$ cat src/rtl/noc_pkg.sv
// rtl/noc_pkg.sv - shared NoC stream types, header layout and FSM encoding
package noc_pkg;

    localparam int AXIS_TDATA_W = 32;

    // Header field offsets for the default 4x4 mesh (2-bit coordinates)
    localparam int NOC_X_W   = 2;
    localparam int NOC_Y_W   = 2;
    localparam int DST_X_LSB = 0;
    localparam int DST_Y_LSB = NOC_X_W;
    localparam int SRC_X_LSB = NOC_X_W + NOC_Y_W;
    localparam int SRC_Y_LSB = 2 * NOC_X_W + NOC_Y_W;
    localparam int LEN_LSB   = 2 * NOC_X_W + 2 * NOC_Y_W;

    typedef struct packed {
        logic [AXIS_TDATA_W-1:0] tdata;
        logic                    tvalid;
        logic                    tlast;
    } axis_mosi_t;

    typedef struct packed {
        logic tready;
    } axis_miso_t;

    typedef enum logic [1:0] {
        IDLE,
        HEADER,
        PAYLOAD
    } pkt_state_e;

    // Fields must arrive zero-extended; xw/yw give the coordinate widths of the mesh
    function automatic logic [AXIS_TDATA_W-1:0] pack_header(
        input int                      xw,
        input int                      yw,
        input logic [AXIS_TDATA_W-1:0] dst_x,
        input logic [AXIS_TDATA_W-1:0] dst_y,
        input logic [AXIS_TDATA_W-1:0] src_x,
        input logic [AXIS_TDATA_W-1:0] src_y,
        input logic [AXIS_TDATA_W-1:0] len
    );
        return dst_x
             | (dst_y << xw)
             | (src_x << (xw + yw))
             | (src_y << (2 * xw + yw))
             | (len   << (2 * (xw + yw)));
    endfunction

endpackage

$ cat src/rtl/noc_packetizer_if.sv
// rtl/noc_packetizer_if.sv - flit stream bundle between packetizer and router local port
interface noc_packetizer_if;
    import noc_pkg::*;

    axis_mosi_t mosi;
    axis_miso_t miso;

    modport master (output mosi, input miso);
    modport slave  (input mosi, output miso);

endinterface

$ cat src/rtl/axis_out_reg.sv
// rtl/axis_out_reg.sv - single-entry registered stream slice driving the flit bus
module axis_out_reg
    import noc_pkg::*;
(
    input  logic                    i_clk,
    input  logic                    i_rst,
    input  logic                    i_load,
    input  logic [AXIS_TDATA_W-1:0] i_tdata,
    input  logic                    i_tlast,
    output logic                    o_slot,
    noc_packetizer_if.master        m
);

    axis_mosi_t r_out;

    assign o_slot = !r_out.tvalid || m.miso.tready;
    assign m.mosi = r_out;

    // Data and tlast only move on a load, so they stay put while stalled
    always_ff @(posedge i_clk) begin
        if (i_rst) begin
            r_out <= '0;
        end else if (o_slot) begin
            r_out.tvalid <= i_load;
            if (i_load) begin
                r_out.tdata <= i_tdata;
                r_out.tlast <= i_tlast;
            end
        end
    end

endmodule

$ cat src/rtl/noc_packetizer.sv
// rtl/noc_packetizer.sv - turns a command plus payload stream into header + payload flits
module noc_packetizer
    import noc_pkg::*;
#(
    parameter int AXIS_DATA_WIDTH     = AXIS_TDATA_W,
    parameter int MAX_ROUTERS_X       = 4,
    parameter int MAX_ROUTERS_X_WIDTH = $clog2(MAX_ROUTERS_X),
    parameter int MAX_ROUTERS_Y       = 4,
    parameter int MAX_ROUTERS_Y_WIDTH = $clog2(MAX_ROUTERS_Y),
    parameter int ROUTER_X            = 0,
    parameter int ROUTER_Y            = 0,
    parameter int LEN_WIDTH           = 8
) (
    input  logic                           clk_i,
    input  logic                           rst_i,
    input  logic                           cmd_valid_i,
    output logic                           cmd_ready_o,
    input  logic [MAX_ROUTERS_X_WIDTH-1:0] cmd_x_i,
    input  logic [MAX_ROUTERS_Y_WIDTH-1:0] cmd_y_i,
    input  logic [LEN_WIDTH-1:0]           cmd_len_i,
    input  axis_mosi_t                     in_mosi_i,
    output axis_miso_t                     in_miso_o,
    output axis_mosi_t                     out_mosi_o,
    input  axis_miso_t                     out_miso_i,
    output logic                           err_o
);

    localparam logic [MAX_ROUTERS_X_WIDTH-1:0] SRC_X = MAX_ROUTERS_X_WIDTH'(ROUTER_X);
    localparam logic [MAX_ROUTERS_Y_WIDTH-1:0] SRC_Y = MAX_ROUTERS_Y_WIDTH'(ROUTER_Y);

    pkt_state_e                     r_state;
    logic                           r_cmd_ready;
    logic                           r_err;
    logic [MAX_ROUTERS_X_WIDTH-1:0] r_dst_x;
    logic [MAX_ROUTERS_Y_WIDTH-1:0] r_dst_y;
    logic [LEN_WIDTH-1:0]           r_len;
    logic [LEN_WIDTH-1:0]           r_cnt;

    logic                       w_slot;
    logic                       w_load;
    logic                       w_tlast;
    logic                       w_in_hs;
    logic                       w_is_last;
    logic [AXIS_DATA_WIDTH-1:0] w_tdata;
    logic [AXIS_DATA_WIDTH-1:0] w_header;

    noc_packetizer_if u_out_if ();

    assign u_out_if.miso = out_miso_i;
    assign out_mosi_o    = u_out_if.mosi;

    axis_out_reg u_out_reg (
        .i_clk   (clk_i),
        .i_rst   (rst_i),
        .i_load  (w_load),
        .i_tdata (w_tdata),
        .i_tlast (w_tlast),
        .o_slot  (w_slot),
        .m       (u_out_if.master)
    );

    assign w_header = pack_header(MAX_ROUTERS_X_WIDTH, MAX_ROUTERS_Y_WIDTH,
                                  AXIS_DATA_WIDTH'(r_dst_x), AXIS_DATA_WIDTH'(r_dst_y),
                                  AXIS_DATA_WIDTH'(SRC_X), AXIS_DATA_WIDTH'(SRC_Y),
                                  AXIS_DATA_WIDTH'(r_len));

    // Only evaluated in PAYLOAD, where r_len is never zero
    assign w_is_last = (r_cnt == r_len - LEN_WIDTH'(1));
    assign w_in_hs   = (r_state == PAYLOAD) && w_slot && in_mosi_i.tvalid;

    assign in_miso_o.tready = (r_state == PAYLOAD) && w_slot;
    assign cmd_ready_o      = r_cmd_ready;
    assign err_o            = r_err;

    always_comb begin
        w_load  = 1'b0;
        w_tdata = w_header;
        w_tlast = (r_len == '0);
        case (r_state)
            HEADER:  w_load = w_slot;
            PAYLOAD: begin
                w_load  = w_in_hs;
                w_tdata = in_mosi_i.tdata;
                w_tlast = w_is_last;
            end
            default: w_load = 1'b0;
        endcase
    end

    always_ff @(posedge clk_i) begin
        if (rst_i) begin
            r_state     <= IDLE;
            r_cmd_ready <= 1'b1;
            r_err       <= 1'b0;
            r_dst_x     <= '0;
            r_dst_y     <= '0;
            r_len       <= '0;
            r_cnt       <= '0;
        end else begin
            case (r_state)
                IDLE: begin
                    if (cmd_valid_i && r_cmd_ready) begin
                        r_dst_x     <= cmd_x_i;
                        r_dst_y     <= cmd_y_i;
                        r_len       <= cmd_len_i;
                        r_cnt       <= '0;
                        r_cmd_ready <= 1'b0;
                        r_state     <= HEADER;
                    end
                end
                HEADER: begin
                    if (w_slot) begin
                        if (r_len != '0) begin
                            r_state <= PAYLOAD;
                        end else begin
                            r_state     <= IDLE;
                            r_cmd_ready <= 1'b1;
                        end
                    end
                end
                PAYLOAD: begin
                    if (w_in_hs) begin
                        r_cnt <= r_cnt + LEN_WIDTH'(1);
                        if (in_mosi_i.tlast != w_is_last) begin
                            r_err <= 1'b1;
                        end
                        if (w_is_last) begin
                            r_state     <= IDLE;
                            r_cmd_ready <= 1'b1;
                        end
                    end
                end
                default: begin
                    r_state     <= IDLE;
                    r_cmd_ready <= 1'b1;
                end
            endcase
        end
    end

endmodule
$ cat config.mk
export PLATFORM = sky130hd
export DESIGN_NAME = noc_packetizer
export DESIGN_NICKNAME = d
export VERILOG_FILES = /design/src/rtl/noc_pkg.sv /design/src/rtl/noc_packetizer_if.sv /design/src/rtl/axis_out_reg.sv /design/src/rtl/noc_packetizer.sv
export SDC_FILE = /design/constraint.sdc
export NUM_CORES = 1
export LEC_CHECK = 0
export CORE_AREA = 2 2 83 85
export DETAILED_ROUTE_END_ITERATION = 8
export DIE_AREA = 0 0 85 87
export GPL_ROUTABILITY_DRIVEN = 1
export PLACE_DENSITY = 0.79
export SYNTH_ARGS = -nofsm -noshare
export SYNTH_HDL_FRONTEND = slang
export SYNTH_SLANG_ARGS = --single-unit
$ cat constraint.sdc
create_clock -name clk_i -period 2 [get_ports clk_i]
set_input_delay 0.2 -clock clk_i [delete_from_list [all_inputs] [get_ports clk_i]]
set_output_delay 0.2 -clock clk_i [all_outputs]
set_load 0.01 [all_outputs]
# Word-level counts from Yosys, hierarchy flattened
# Index checks and enable logic that the tools add are counted.
dict set report word_totals {
  register_bits 58
  output_inout_bits 37
}
dict set report classes {
  add_sub_neg 2
  eq_ne 9
  mux 18
  bitwise 2
  n_reduce_logical 15
}
# cell n
set op_table {}
lappend op_table {{$mux W32} 1}
lappend op_table {{$mux W8} 2}
lappend op_table {{$or A4 B16 Y16} 1}
lappend op_table {{$pmux W8 S2} 1}
lappend op_table {{$mux W2} 5}
lappend op_table {{$ne A2 B2 Y1 const B} 5}
lappend op_table {{$add A8 B1 Y8 const B} 1}
lappend op_table {{$eq A8 B8 Y1} 1}
lappend op_table {{$logic_not A8 Y1} 1}
lappend op_table {{$reduce_bool A8 Y1} 1}
lappend op_table {{$sub A8 B1 Y8 const B} 1}
lappend op_table {{$mux W1} 6}
lappend op_table {{$pmux W2 S3} 1}
lappend op_table {{$reduce_and A3 Y1} 2}
lappend op_table {{$reduce_and A5 Y1} 1}
lappend op_table {{$or A2 B4 Y4} 1}
lappend op_table {{$reduce_and A2 Y1} 2}
lappend op_table {{$reduce_and A4 Y1} 1}
lappend op_table {{$logic_and A1 B1 Y1} 3}
lappend op_table {{$pmux W1 S3} 1}
lappend op_table {{$eq A2 B1 Y1 const B} 1}
lappend op_table {{$eq A2 B2 Y1 const B} 1}
lappend op_table {{$logic_not A2 Y1} 1}
lappend op_table {{$pmux W1 S2} 1}
lappend op_table {{4 further kinds} 4}

# Longest topological paths before layout
dict set report depth {
  word_depth 6
  depth_mapped 8
  mapped_depth_nobuf 8
}

# Modules after synthesis
# A second synthesis with hierarchy kept.
dict set report hier_totals {
  hier_cells 358
  area_unflattened_um2 3216.8
}
# mod instances cells_each area_per_inst_um2
set modules_own_cells {}
lappend modules_own_cells {axis_out_reg 1 155 1621.6}
lappend modules_own_cells {noc_packetizer 1 203 1595.3}

# Least setup slack after synthesis
# OpenSTA, ideal clock, no wires.
dict set report synth_timing {
  path_type {reg2reg}
  start {reg r_len[0]}
  end {reg r_state[0]}
  setup_time_ns 0.121
  t_arrival_ns 1.834
  t_required_ns 1.879
  slack_ns 0.045
  path_stages_with_launch 9
  n_path_buf 0
  synth_period_minus_slack_ns 1.955
  path_cell_list {dfxtp_1 inv_1 ha_1 xnor2_1 xnor2_1 nor4_1 and4_2 o21ai_2 mux2_4}
}
dict set report synth_between {
  elab_chain_len 4
}
# item line_no
set synth_rtl {}
lappend synth_rtl {{start, declared} noc_packetizer.sv:36} ;# logic [LEN_WIDTH-1:0] r_len;
lappend synth_rtl {{start signal, assigned} noc_packetizer.sv:105} ;# r_len <= cmd_len_i;
lappend synth_rtl {{$sub A8 B1 Y8} noc_packetizer.sv:68} ;# assign w_is_last = (r_cnt == r_len - LEN_WIDTH'(1));
lappend synth_rtl {{$eq A8 B8 Y1} noc_packetizer.sv:68}
lappend synth_rtl {{$ne A2 B2 Y1 (no source line)} --}
lappend synth_rtl {{$reduce_and A4 Y1 (no source line)} --}
lappend synth_rtl {{end signal, assigned} noc_packetizer.sv:92} ;# r_state <= IDLE;
lappend synth_rtl {{end signal, assigned} noc_packetizer.sv:108} ;# r_state <= HEADER;
lappend synth_rtl {{end signal, assigned} noc_packetizer.sv:114} ;# r_state <= PAYLOAD;
lappend synth_rtl {{end, declared} noc_packetizer.sv:31} ;# pkt_state_e r_state;
# Every way passes these cells.
# A chain may end at the register's enable or synchronous reset.

# Worst setup path after layout
dict set report layout_timing {
  start {reg r_len[1]}
  end {reg r_state[1]}
}
dict set report layout_between {
  elab_chain_len 4
  word_cells_on_any_way 8
  cone_classes {add/sub (1); eq/ne (2); mux (3); reduce/logical (2)}
}
# item line_no
set layout_rtl {}
lappend layout_rtl {{$sub A8 B1 Y8 or $reduce_bool A8 Y1 (tied branches)} {noc_packetizer.sv:68, noc_packetizer.sv:113}}
lappend layout_rtl {{$eq A8 B8 Y1 or $mux W2 (tied branches)} {noc_packetizer.sv:68, noc_packetizer.sv:113}}
lappend layout_rtl {{$ne A2 B2 Y1 (no source line) or $mux W2 (tied branches)} --}
lappend layout_rtl {{$reduce_and A4 Y1 (no source line) or $pmux W2 S3 (tied branches)} --}
# Several ways; a longest one is shown, not always the timed one. The select of a mux whose other input is x is not followed.

==> flow_summary.toml <==
[worst_hold_path]
hold_path.class = "in2reg"

[floorplanning]
core_um2 = 6569
boundaryPins = 87
die_h_um = 87
start_util_pct = 39.20
die-area_um2 = 7395
placementRows = 30
chipWidth_um = 85

[logic_synthesis]
synth_commonest_cells = "dfxtp_1 (58), nor2_1 (50), nand2_1 (34)"
synth_seq_cells = 58
netlist.top_cell.by_area = "dfxtp_1"
synthFlopType = "dfxtp_1"
synth.distinct_cells = 33
synth_top_area_share_pct = 45.09
netlist_area_um2 = 2575
synth_edf_count = 0
synth-async-reset-ratio_pct = 0
syn-mean-instance-area_um2 = 8.758
syn_nets = 350
synth.most_common_cell = "dfxtp_1"
ys_seq_area_share_pct = 45.09
synthTopCellsByArea = "dfxtp_1 (45%), nor2_1 (7.3%), a22oi_1 (6.1%)"
synthCells = 294
yosys_warnings = 0

[cts]
root_buffer = "clkbuf_8"
cts_sinks = 58
cts_tree = "done"
cts_htree_levels = 3
insertion_delay_ns = 0.33
cts-buffers-inserted = 9
ctsHoldBuffers = 0
clock_path_buffers = 2
clk_pin_slew_ns = 0.06

[run_status]
outcome = "finished, final reports clean"

[finish]
n_fill_cell = 563
insertedDiodeCount = 0
fin_nets = 441
fin_cells = 469
ff_latch_area_um2 = 1162
multi_input_area_um2 = 1350
area_growth_pct = 47.62
drive_above_1_share_pct = 10.03
post-route-util_pct = 57.87
final_area_um2 = 3801

[power]
power_mw = 4.073
p_per_area_nw_per_um2 = 1071
leakage_nw = 1.370
vdd_drop_max_mv = 0.4876

[drt]
routedWlPerCell_um = 14.37
ant_nets = 0
drt_pass1_iterations = 4
vias = 2391
routed_wl_um = 6739
drt_iter0_markers = 143
vias_per_cell = 5.098
drc = 0

[worst_setup_path]
crit_arrival_ns = 2.19
critical_path_class = "reg2reg"
slowest_delay_ns = 0.34
cp_slowest_cell = "dfxtp_1"
start_kind = "register"
crit_chain = "inv_2, ha_4, xor2_1, nand2_1, nor4_2, and4_4, o21ai_4, mux2_4"
critPathCaptureType = "register"
worstPathMaxFanout = 5
worstPathRequired_ns = 2.22

[global_route]
grt_pass1_vias = 2142
grt.met1_usage_pct = 24.63
grt_max_degree = 26
grt_pass1_wl_um = 10670
grt_busiest_layer = "met2"
gr-usage-met3_pct = 5.403
antenna_found_initial = 0
grt-ovfl-total = 0
grt_usage_pct = 18.57
met2_usage_pct = 28.05

[run]
drv_cap = 0

[placement]
finalWeightedCongestion = 0.8777
dp.cells = 454
place_hpwl_um = 4871
dpl_cell_area_um2 = 3567
placement.io_buffers = 86
dpl_worst_slack_ns = 0.001255

[timing]
setup_viol = 0
fin_tns_setup_ns = 0
fin_ws_ns = 0.02477
period_needed_ns = 1.975
hold_violations = 0
period_share_pct = 98.76
max_slew_margin_pct = 67.31
worstMarginPinSlew_ns = 0.4871
hold_slack_ns = 0.2558
fin_skew_ns = 0.006655
drv_slew = 0
fmax_mhz = 506.3
-- path summary, 6_finish.rpt --
check        cells after the start                      end               startpoint  slack (ns)
max                              8  r_state[1]$_SDFFE_PP0P_    r_len[1]$_SDFFE_PP0P_        0.02
min                              2    r_len[2]$_SDFFE_PP0P_                    rst_i        0.26
max reg2reg                      8  r_state[1]$_SDFFE_PP0P_    r_len[1]$_SDFFE_PP0P_        0.02
min reg2reg                      2  r_dst_y[1]$_SDFFE_PP0P_  r_dst_y[1]$_SDFFE_PP0P_        0.45
-- logic make-up (layout without fill, tap and decap cells) --
family	Yosys count	in the layout	share of synthesized area, %
flops	58	58	45.09
simple gates	113	113	19.68
mux	15	15	6.219
buf+inv	23	118	3.839
compound gates	58	58	15.11
xor+xnor	21	21	7.143
fa+ha+maj	6	6	2.915
-- metal layers --
metal / part of all wire [%] / up-vias
li1: - / 1201
met1: 46 / 1118
met2: 47 / 59
met3: 4.9 / 13
met4: 1.9 / 0
met5: 0 / -
-- worst max-delay path, delay by kind of cell (launching register included) --
family	cells	cell delay, ns
DFF	1	0.34
muxes	1	0.30
xor gates and xnor gates	1	0.15
AOI/OAI and AO/OA	1	0.07
buffers and inverters	1	0.07
and+or+nand+nor	3	0.69
adders and majority gates	1	0.26
-- state kept, by name, indices dropped and copies added (netlist names) --
register,count
cmd_ready_o,1
err_o,1
r_cnt,8
r_dst_x,2
r_dst_y,2
r_len,8
r_state,2
u_out_reg.m.mosi,34
-- power by group --
| group | switching [mW] | internal (mW) |
|---|---|---|
| Clock | 0.436 | 0.669 |
| Combinational | 0.748 | 0.753 |
| Sequential | 0.139 | 1.33 |
| Total | 1.32 | 2.75 |
-- final cells by class --
| type | instances | share of cell area (%) |
|---|---|---|
| Multi-Input combinational cell | 213 | 35.52 |
| Clock buffer | 13 | 4.444 |
| Timing Repair Buffer | 97 | 25.31 |
| Tap cell | 80 | 2.633 |
| Inverter | 6 | 0.5925 |
| Clock inverter | 2 | 0.9217 |
| Sequential cell | 58 | 30.58 |
-- layout by cell type, fill, tap and decap left out, types with 2 or more instances in the layout --
master           count
clkbuf_8            12
nand2_1             34
nand3_1              8
nor2b_1              2
buf_12               2
ha_1                 4
and3_1               3
a211oi_1            14
nor2_1              50
mux2i_1             13
xnor2_1             14
a22oi_1             21
o21ai_1              2
inv_2                2
inv_1                4
nor3_1               5
a21oi_1             16
clkdlybuf4s50_1     84
dfxtp_1             57
buf_4                9
mux2_4               2
xor2_1               7
o21ai_0              2
nand2b_1             2
nand4_1              2
-- what timing repair did --
action                                 CTS  global route
endpoints found under the hold margin    0             0
pin swaps                                4             1
cloned                                   0             0
setup endpoints to repair                3             3
gates resized for setup                  7             2
buffers inserted                         0             0
Note: power is estimated with default switching activity, not from simulation.
